==> config.mk <==
export PLATFORM = sky130hd
export DESIGN_NAME = mul_div_unit
export DESIGN_NICKNAME = d
export VERILOG_FILES = /design/src/rtl/cpu_pkg.sv /design/src/rtl/abs_neg.sv /design/src/rtl/mul_div_unit.sv
export SDC_FILE = /design/constraint.sdc
export NUM_CORES = 1
export LEC_CHECK = 0
export BUFFER_PORTS_ARGS = -buffer_cell sky130_fd_sc_hd__buf_2
export CAP_MARGIN = 20
export CORE_AREA = 2 2 295 224
export CTS_BUF_LIST = sky130_fd_sc_hd__clkbuf_4 sky130_fd_sc_hd__clkbuf_8 sky130_fd_sc_hd__clkbuf_16
export CTS_CLUSTER_SIZE = 16
export DETAILED_ROUTE_END_ITERATION = 10
export DIE_AREA = 0 0 297 226
export GPL_TIMING_DRIVEN = 0
export PLACE_DENSITY = 0.52
export SYNTH_ARGS = -nofsm -noshare
export SYNTH_HDL_FRONTEND = slang
export SYNTH_SLANG_ARGS = --single-unit
==> constraint.sdc <==
create_clock -name clock -period 7.4 [get_ports clock]
set_input_delay 1.48 -clock clock [delete_from_list [all_inputs] [get_ports clock]]
set_output_delay 1.48 -clock clock [all_outputs]
set_load 0.03 [all_outputs]
==> src/rtl/cpu_pkg.sv <==
// Shared datapath definitions: op encoding, mul/div FSM states and iteration counter sizing.
package cpu_pkg;

  localparam int unsigned DEF_WIDTH = 32;

  localparam logic OP_MUL = 1'b0;
  localparam logic OP_DIV = 1'b1;

  typedef enum logic [1:0] {
    IDLE = 2'd0,
    RUN  = 2'd1,
    DONE = 2'd2
  } state_t;

  // Counter must reach WIDTH itself, the cycle that performs the sign fix.
  function automatic int unsigned cnt_w(input int unsigned width);
    return $clog2(width + 1);
  endfunction

  localparam int unsigned CNT_W = cnt_w(DEF_WIDTH);

endpackage

==> src/rtl/abs_neg.sv <==
// Conditional two's-complement negation; used for operand magnitudes and the final sign fix.
module abs_neg #(
  parameter int unsigned WIDTH = 32
) (
  input  logic [WIDTH-1:0] value,
  input  logic             negate,
  output logic [WIDTH-1:0] result_c
);

  assign result_c = negate ? (~value + WIDTH'(1)) : value;

endmodule

==> src/rtl/mul_div_unit.sv <==
// Iterative signed multiply (shift-add) / divide (restoring) unit feeding the Z-high/Z-low registers.
module mul_div_unit
  import cpu_pkg::*;
#(
  parameter int unsigned WIDTH = DEF_WIDTH
) (
  input  logic             clock,
  input  logic             clear,
  input  logic             start,
  input  logic             op,
  input  logic [WIDTH-1:0] operand_a,
  input  logic [WIDTH-1:0] operand_b,
  output logic             busy,
  output logic             done,
  output logic             div_by_zero,
  output logic [WIDTH-1:0] result_hi,
  output logic [WIDTH-1:0] result_lo
);

  localparam int unsigned CW = cnt_w(WIDTH);

  state_t             state, state_nxt;
  logic [CW-1:0]      cnt;
  logic               op_q, sign_a_q, sign_b_q;
  logic [WIDTH-1:0]   mag_a, mag_b, dividend_q;
  logic [2*WIDTH-1:0] acc, acc_nxt_c;

  logic [WIDTH-1:0]   abs_a_c, abs_b_c, quot_c, rem_c;
  logic [2*WIDTH-1:0] prod_c;
  logic [WIDTH:0]     mul_sum_c;
  logic [WIDTH+1:0]   trial_c;
  logic               accept_c, finish_c;

  abs_neg #(.WIDTH(WIDTH)) u_abs_a (.value(operand_a), .negate(operand_a[WIDTH-1]), .result_c(abs_a_c));
  abs_neg #(.WIDTH(WIDTH)) u_abs_b (.value(operand_b), .negate(operand_b[WIDTH-1]), .result_c(abs_b_c));

  // Result sign fix: product/quotient follow sign(a)^sign(b), remainder follows the dividend.
  abs_neg #(.WIDTH(2*WIDTH)) u_fix_prod (.value(acc), .negate(sign_a_q ^ sign_b_q), .result_c(prod_c));
  abs_neg #(.WIDTH(WIDTH)) u_fix_quot (.value(acc[WIDTH-1:0]), .negate(sign_a_q ^ sign_b_q), .result_c(quot_c));
  abs_neg #(.WIDTH(WIDTH)) u_fix_rem (.value(acc[2*WIDTH-1:WIDTH]), .negate(sign_a_q), .result_c(rem_c));

  assign accept_c = (state == IDLE) && start;
  assign finish_c = (state == RUN) && (cnt == CW'(WIDTH));

  // One iteration: acc = {partial product | remainder, multiplier | quotient bits}
  always_comb begin
    mul_sum_c = {1'b0, acc[2*WIDTH-1:WIDTH]} + (acc[0] ? {1'b0, mag_a} : '0);
    trial_c   = {1'b0, acc[2*WIDTH-1:WIDTH], acc[WIDTH-1]} - {2'b00, mag_b};
    acc_nxt_c = acc;
    if (op_q == OP_DIV) begin
      if (trial_c[WIDTH+1])
        acc_nxt_c = {acc[2*WIDTH-2:0], 1'b0};
      else
        acc_nxt_c = {trial_c[WIDTH-1:0], acc[WIDTH-2:0], 1'b1};
    end else begin
      acc_nxt_c = {mul_sum_c, acc[WIDTH-1:1]};
    end
  end

  always_comb begin
    state_nxt = state;
    unique case (state)
      IDLE:    if (start) state_nxt = RUN;
      RUN:     if (cnt == CW'(WIDTH)) state_nxt = DONE;
      DONE:    state_nxt = IDLE;
      default: state_nxt = IDLE;
    endcase
  end

  always_ff @(posedge clock or posedge clear) begin
    if (clear) begin
      state       <= IDLE;
      cnt         <= '0;
      busy        <= 1'b0;
      done        <= 1'b0;
      div_by_zero <= 1'b0;
      result_hi   <= '0;
      result_lo   <= '0;
      op_q        <= OP_MUL;
      sign_a_q    <= 1'b0;
      sign_b_q    <= 1'b0;
      mag_a       <= '0;
      mag_b       <= '0;
      dividend_q  <= '0;
      acc         <= '0;
    end else begin
      state <= state_nxt;
      done  <= finish_c;
      if (accept_c) begin
        busy       <= 1'b1;
        cnt        <= '0;
        op_q       <= op;
        sign_a_q   <= operand_a[WIDTH-1];
        sign_b_q   <= operand_b[WIDTH-1];
        mag_a      <= abs_a_c;
        mag_b      <= abs_b_c;
        dividend_q <= operand_a;
        acc        <= {{WIDTH{1'b0}}, (op == OP_DIV) ? abs_a_c : abs_b_c};
      end else if (finish_c) begin
        busy <= 1'b0;
        cnt  <= '0;
        if (op_q == OP_DIV && mag_b == '0) begin
          result_hi   <= dividend_q;
          result_lo   <= '1;
          div_by_zero <= 1'b1;
        end else if (op_q == OP_DIV) begin
          result_hi   <= rem_c;
          result_lo   <= quot_c;
          div_by_zero <= 1'b0;
        end else begin
          result_hi   <= prod_c[2*WIDTH-1:WIDTH];
          result_lo   <= prod_c[WIDTH-1:0];
          div_by_zero <= 1'b0;
        end
      end else if (state == RUN) begin
        acc <= acc_nxt_c;
        cnt <= cnt + CW'(1);
      end
    end
  end

endmodule

# == Yosys cells after proc, flatten, opt, wreduce, memory -nomap -nowiden ==
# Index checks and enable logic that the tools add are counted.
# classes
reduce_logical,11
add_sub_neg,8
bitwise,7
eq_ne,5
n_mux,25
# op_table
operator,count
two-way mux 64 bit,6
two-way mux 32 bit,10
"adder 32 x 1 -> 32 bit, second input constant",4
inverter 32 bit,4
"adder 64 x 1 -> 64 bit, second input constant",1
inverter 64 bit,1
subtractor 33 x 32 -> 34 bit,1
adder 32 x 32 -> 33 bit,1
zero test 32 bit,1
two-way mux 6 bit,3
"adder 6 x 1 -> 6 bit, second input constant",1
"== test 6 bit, second input constant",1
"!= test 2 bit, second input constant",3
AND reduction 2 bit,3
two-way mux 2 bit,2
case mux 2 bit (2 select lines),1
nonzero test 2 bit,2
logical AND 1 bit,3
two-way mux 1 bit,3
nonzero test 3 bit,1
"== test 2 x 1 -> 1 bit, second input constant",1
zero test 2 bit,1
inverter 1 bit,1
bitwise XOR 1 bit,1
# word_totals
out_inout_bits,67
regBits,238
inputBits,68
word_cells,70

# == Depth between registers and ports, before layout ==
# logic_depth
word_depth,6
depth_mapped,15
depth_no_buf,14

# == Modules after synthesis ==
# From an unflattened synthesis, not the netlist that was laid out.
# hier_totals
cells_unflattened,2287
area_unflattened_um2,19429.9
# by_module_without_submodules
module,seq_area_each_um2,n_inst,area_each_um2,cells_per_inst
mul_div_unit,5930.7,1,14672.8,1685
abs_neg at u_abs_a ...,0.0,4,777.0,99
abs_neg at u_fix_prod,0.0,1,1649.1,206

# == Least setup slack after synthesis ==
# No wires, ideal clock.
# synth_timing
path_kind,input-to-reg
start,input port operand_b[4]
end,register acc[29]
t_arrival_ns,3.985
path_stages,10
t_required_ns,7.258
setup_time_ns,0.142
slack_ns,3.274
n_path_buf,0
cell_sequence,nor3_1 > nand4b_1 > or3_1 > or4_1 > or3_1 > o31ai_1 > xor2_1 > nor2_1 > a21oi_1 > o221ai_1
# synth_between
elab_chain_cells,5
# synth_rtl
element,line,text
"start, declared",mul_div_unit.sv:12,"input logic [WIDTH-1:0] operand_b,"
inverter 32 bit,abs_neg.sv:10,assign result_c = negate ? (~value + WIDTH'(1)) : value;
adder 32 x 1 -> 32 bit,abs_neg.sv:10,
two-way mux 32 bit,abs_neg.sv:10,
two-way mux 32 bit,mul_div_unit.sv:98,"acc <= {{WIDTH{1'b0}}, (op == OP_DIV) ? abs_a_c : abs_b_c};"
two-way mux 64 bit,mul_div_unit.sv:89,if (accept_c) begin
"end signal, assigned",mul_div_unit.sv:98,
"end signal, assigned",mul_div_unit.sv:116,acc <= acc_nxt_c;
"end, declared",mul_div_unit.sv:26,"logic [2*WIDTH-1:0] acc, acc_nxt_c;"
# Every way passes these cells.
# A chain may end at the register's enable or synchronous reset.

# == Final worst setup path ==
# layout_timing
start,register acc[0]
end,register acc[58]
# layout_between
elab_chain_cells,6
# layout_rtl
element,line,text
two-way mux 32 bit,mul_div_unit.sv:47,"mul_sum_c = {1'b0, acc[2*WIDTH-1:WIDTH]} + (acc[0] ? {1'b0, mag_a} : '0);"
adder 32 x 32 -> 33 bit,mul_div_unit.sv:47,
two-way mux 64 bit,mul_div_unit.sv:50,if (op_q == OP_DIV) begin
two-way mux 64 bit,mul_div_unit.sv:115,end else if (state == RUN) begin
two-way mux 64 bit,mul_div_unit.sv:99,end else if (finish_c) begin
two-way mux 64 bit,mul_div_unit.sv:89,
# Every way passes these cells. The select of a mux whose other input is x is not followed.

==> flow_metrics.env <==
export IMPL_drcViolationCount=0
export IMPL_hold_viol=0
export IMPL_hold_class="reg2reg"
export IMPL_setup_viol=0
export IMPL_io_pins=135
export IMPL_gp_congestion=0.979
export IMPL_synth_avg_cell_area_sq_um=8.08
export IMPL_die_h_um=226
export IMPL_hold_end="result_hi[5]"
export IMPL_die_area_sq_um=67100
export IMPL_rsz0062_at_grt="no"
export IMPL_fill_cells=6954
export IMPL_antenna_found_initial=0
export IMPL_grt_max_degree=41
export IMPL_wl_per_cell_um=22.4
export IMPL_h_tree_depth=1
export IMPL_synth_cell_types=76
export IMPL_min_from="result_hi[5]"
export IMPL_cts_tree="built"
export IMPL_drive_gt1_share_pct=9.68
export IMPL_initial_core_util_pct=25.7
export IMPL_synth_edf_count=0
export IMPL_final_util_pct=30.1
export IMPL_synth_cells=2053
export IMPL_slew_headroom_pct=25.9
export IMPL_finClkSkew_ns=0.0563
export IMPL_ys_warn_count=0
export IMPL_core_sq_um=64500
export IMPL_path_clk_slew_ns=0.08
export IMPL_wl_um=69700
export IMPL_crit_type="reg2reg"
export IMPL_ys_async_sr_fraction_pct=100
export IMPL_ys_seq_elements=236
export IMPL_numCtsBuffers=26
export IMPL_finalPower_uw=10400
export IMPL_ctsResizeCount=0
export IMPL_r2r_end="acc[58]"
export IMPL_cp_required_ns=7.84
export IMPL_rows=81
export IMPL_viasPerCell=5.29
export IMPL_clock_sinks=236
export IMPL_synth_area_top_cells="dfrtp_1, nand2_1, o21ai_0, ha_1, xnor2_1"
export IMPL_fin_hold_ws_ns=0.475
export IMPL_critical_path_depth=15
export IMPL_fp_dieW_um=297
export IMPL_syn_to_final_growth_pct=17.0
export IMPL_worst_pin_slew_ns=1.11
export IMPL_worst_path_max_delay_cell="o41ai_1"
export IMPL_antenna_cells=0
export IMPL_cp_max_fo=10
export IMPL_cp_arrival_ns=5.22
export IMPL_cap_violations=0
export IMPL_fin_nets=2362
export IMPL_synth_top_area_cell="dfrtp_1"
export IMPL_p_leak_uw=0.00862
export IMPL_root_buffer="clkbuf_16"
export IMPL_critPathBufInv=3
export IMPL_cp_end_kind="register"
export IMPL_status="finished clean"
export IMPL_grt_overflow_total=0
export IMPL_finalCriticalPeriod_ns=4.78
export IMPL_post_cts_setup_buffers=0
export IMPL_vdd_drop_max_mv=0.209
export IMPL_fmax_mhz=209
export IMPL_portBuffers=133
export IMPL_synth_ff_type="dfrtp_1"
export IMPL_grt_first_pass_wirelength_um=102000
export IMPL_crit_family="compound AO/OA/AOI/OAI gates"
export IMPL_slowest_delay_ns=0.77
export IMPL_dp_hpwl_um=56700
export IMPL_ys_seq_area_share_pct=35.6
export IMPL_r2r_start="acc[0]"
export IMPL_synth_top_area_share_pct=35.6
export IMPL_drt_iter0_drc=1787
export IMPL_rrSetupSlack_ns=2.62
export IMPL_holdPathStages=2
export IMPL_crit_chain="clkbuf_1 > clkbuf_1 > nand2_1 > inv_1 > ha_1 > a211oi_1 > o21ai_0 > a31o_2 > a31oi_1 > a311oi_1 > o41ai_1 > nand2b_1 > xnor2_1 > o21ai_0 > a221o_1"
export IMPL_syn_area_sq_um=16600
export IMPL_post_route_period_util_pct=64.5
export IMPL_cts_buffer_depth=3
export IMPL_clk_latency_ns=0.61
export IMPL_layout_cells_non_filler=3113
export IMPL_vias=16500
export IMPL_synth_top_cells_by_count="nand2_1, dfrtp_1, o21ai_0"
export IMPL_worst_r2r_cell_count=15
export IMPL_fin_tns_setup_ns=0
export IMPL_syn_num_nets=2193
export IMPL_yosysMostFrequentCell="nand2_1"
export IMPL_critPathLaunchType="register"
export IMPL_first_pass_iters=6
export IMPL_ant_nets=0
export IMPL_slew_violations=0
export IMPL_grtUsageTotal_pct=20.2
export IMPL_powerDensity_nw_per_um2=538
export IMPL_grt_pass1_vias=15700
export IMPL_cts_hold_buffers=0
export IMPL_dp_cells=3064
-- cell usage in the layout (no fill, tap or decap), drive strengths merged, types with 22 or more instances in the layout --
master / count
nand2: 347
dfrtp: 236
o21ai: 206
buf: 161
nor2: 157
a21oi: 156
clkbuf: 137
xnor2: 92
xor2: 83
ha: 70
inv: 70
mux2i: 48
a21o: 40
nand3: 37
and2: 36
nor3: 29
o31ai: 27
nor4: 23
o41ai: 22
-- area by class of cell --
type / count / area [sq um] / area share (%)
repair buffers: 141 / 801 / 4.12
inverters: 70 / 267 / 1.37
flip-flops and latches: 236 / 5910 / 30.4
clock inverters: 18 / 221 / 1.14
clock buffers: 30 / 706 / 3.63
well taps: 871 / 1090 / 5.61
plain buffers: 127 / 495 / 2.55
multi-input cells: 1620 / 9930 / 51.2
-- routing by layer --
layer | share of wire, % | global-route usage (%) | vias to the layer above
li1 | - | - | 7586
met1 | 47 | 30.1 | 8156
met2 | 42 | 29.7 | 654
met3 | 9.2 | 4.71 | 81
met4 | 1.8 | 3.29 | 0
met5 | 0 | 0 | -
-- cells by family after synthesis --
group,count (synthesis),synth area share (%)
AOI/OAI and AO/OA,586,21.9
xor gates and xnor gates,175,9.24
adders and majority gates,72,5.52
buffers and inverters,197,4.57
DFF,236,35.6
muxes,48,2.90
and+or+nand+nor,739,20.3
-- sequential cells by signal (all words and copies together), names as in the netlist --
name / flops
acc: 64
mag_a: 32
mag_b: 32
result_hi: 32
result_lo: 32
dividend_q: 30
cnt: 6
state: 2
busy: 1
div_by_zero: 1
done: 1
op_q: 1
sign_a_q: 1
sign_b_q: 1
-- where the power goes --
group	leakage [uW]	switching (uW)	total, uW	internal [uW]
combinational	0.00522	4110	6470	2360
sequential	0.00297	637	2530	1890
clock	0.000434	643	1440	802
total	0.00862	5390	10400	5060
-- worst register-to-register path, stage by stage (launching register included) --
cell	delay [ns]
dfrtp_1	0.34
clkbuf_1	0.44
clkbuf_1	0.36
nand2_1	0.16
inv_1	0.08
ha_1	0.23
a211oi_1	0.26
o21ai_0	0.19
a31o_2	0.31
a31oi_1	0.48
a311oi_1	0.28
o41ai_1	0.77
nand2b_1	0.15
xnor2_1	0.16
o21ai_0	0.11
a221o_1	0.29
-- through the flow --
step | cell area [sq um] | setup WS (ns)
3_3_place_gp | 18400 | 1.17
3_5_place_dp | 18500 | 2.35
6_report | 19400 | 2.62
4_1_cts | 19400 | 2.67
2_1_floorplan | 16600 | 2.83
5_1_grt | 19400 | 2.34
-- how the worst max path moves through the flow --
| stage | to | from |
|---|---|---|
| after detailed placement | acc[29] | operand_b[2] |
| after CTS | acc[58] | acc[0] |
| after global routing | acc[58] | acc[0] |
| final | acc[58] | acc[0] |
| after global placement | result_lo[12] | clear |
| after floorplan | acc[0] | clear |
Power figures use the tool's default switching activity.
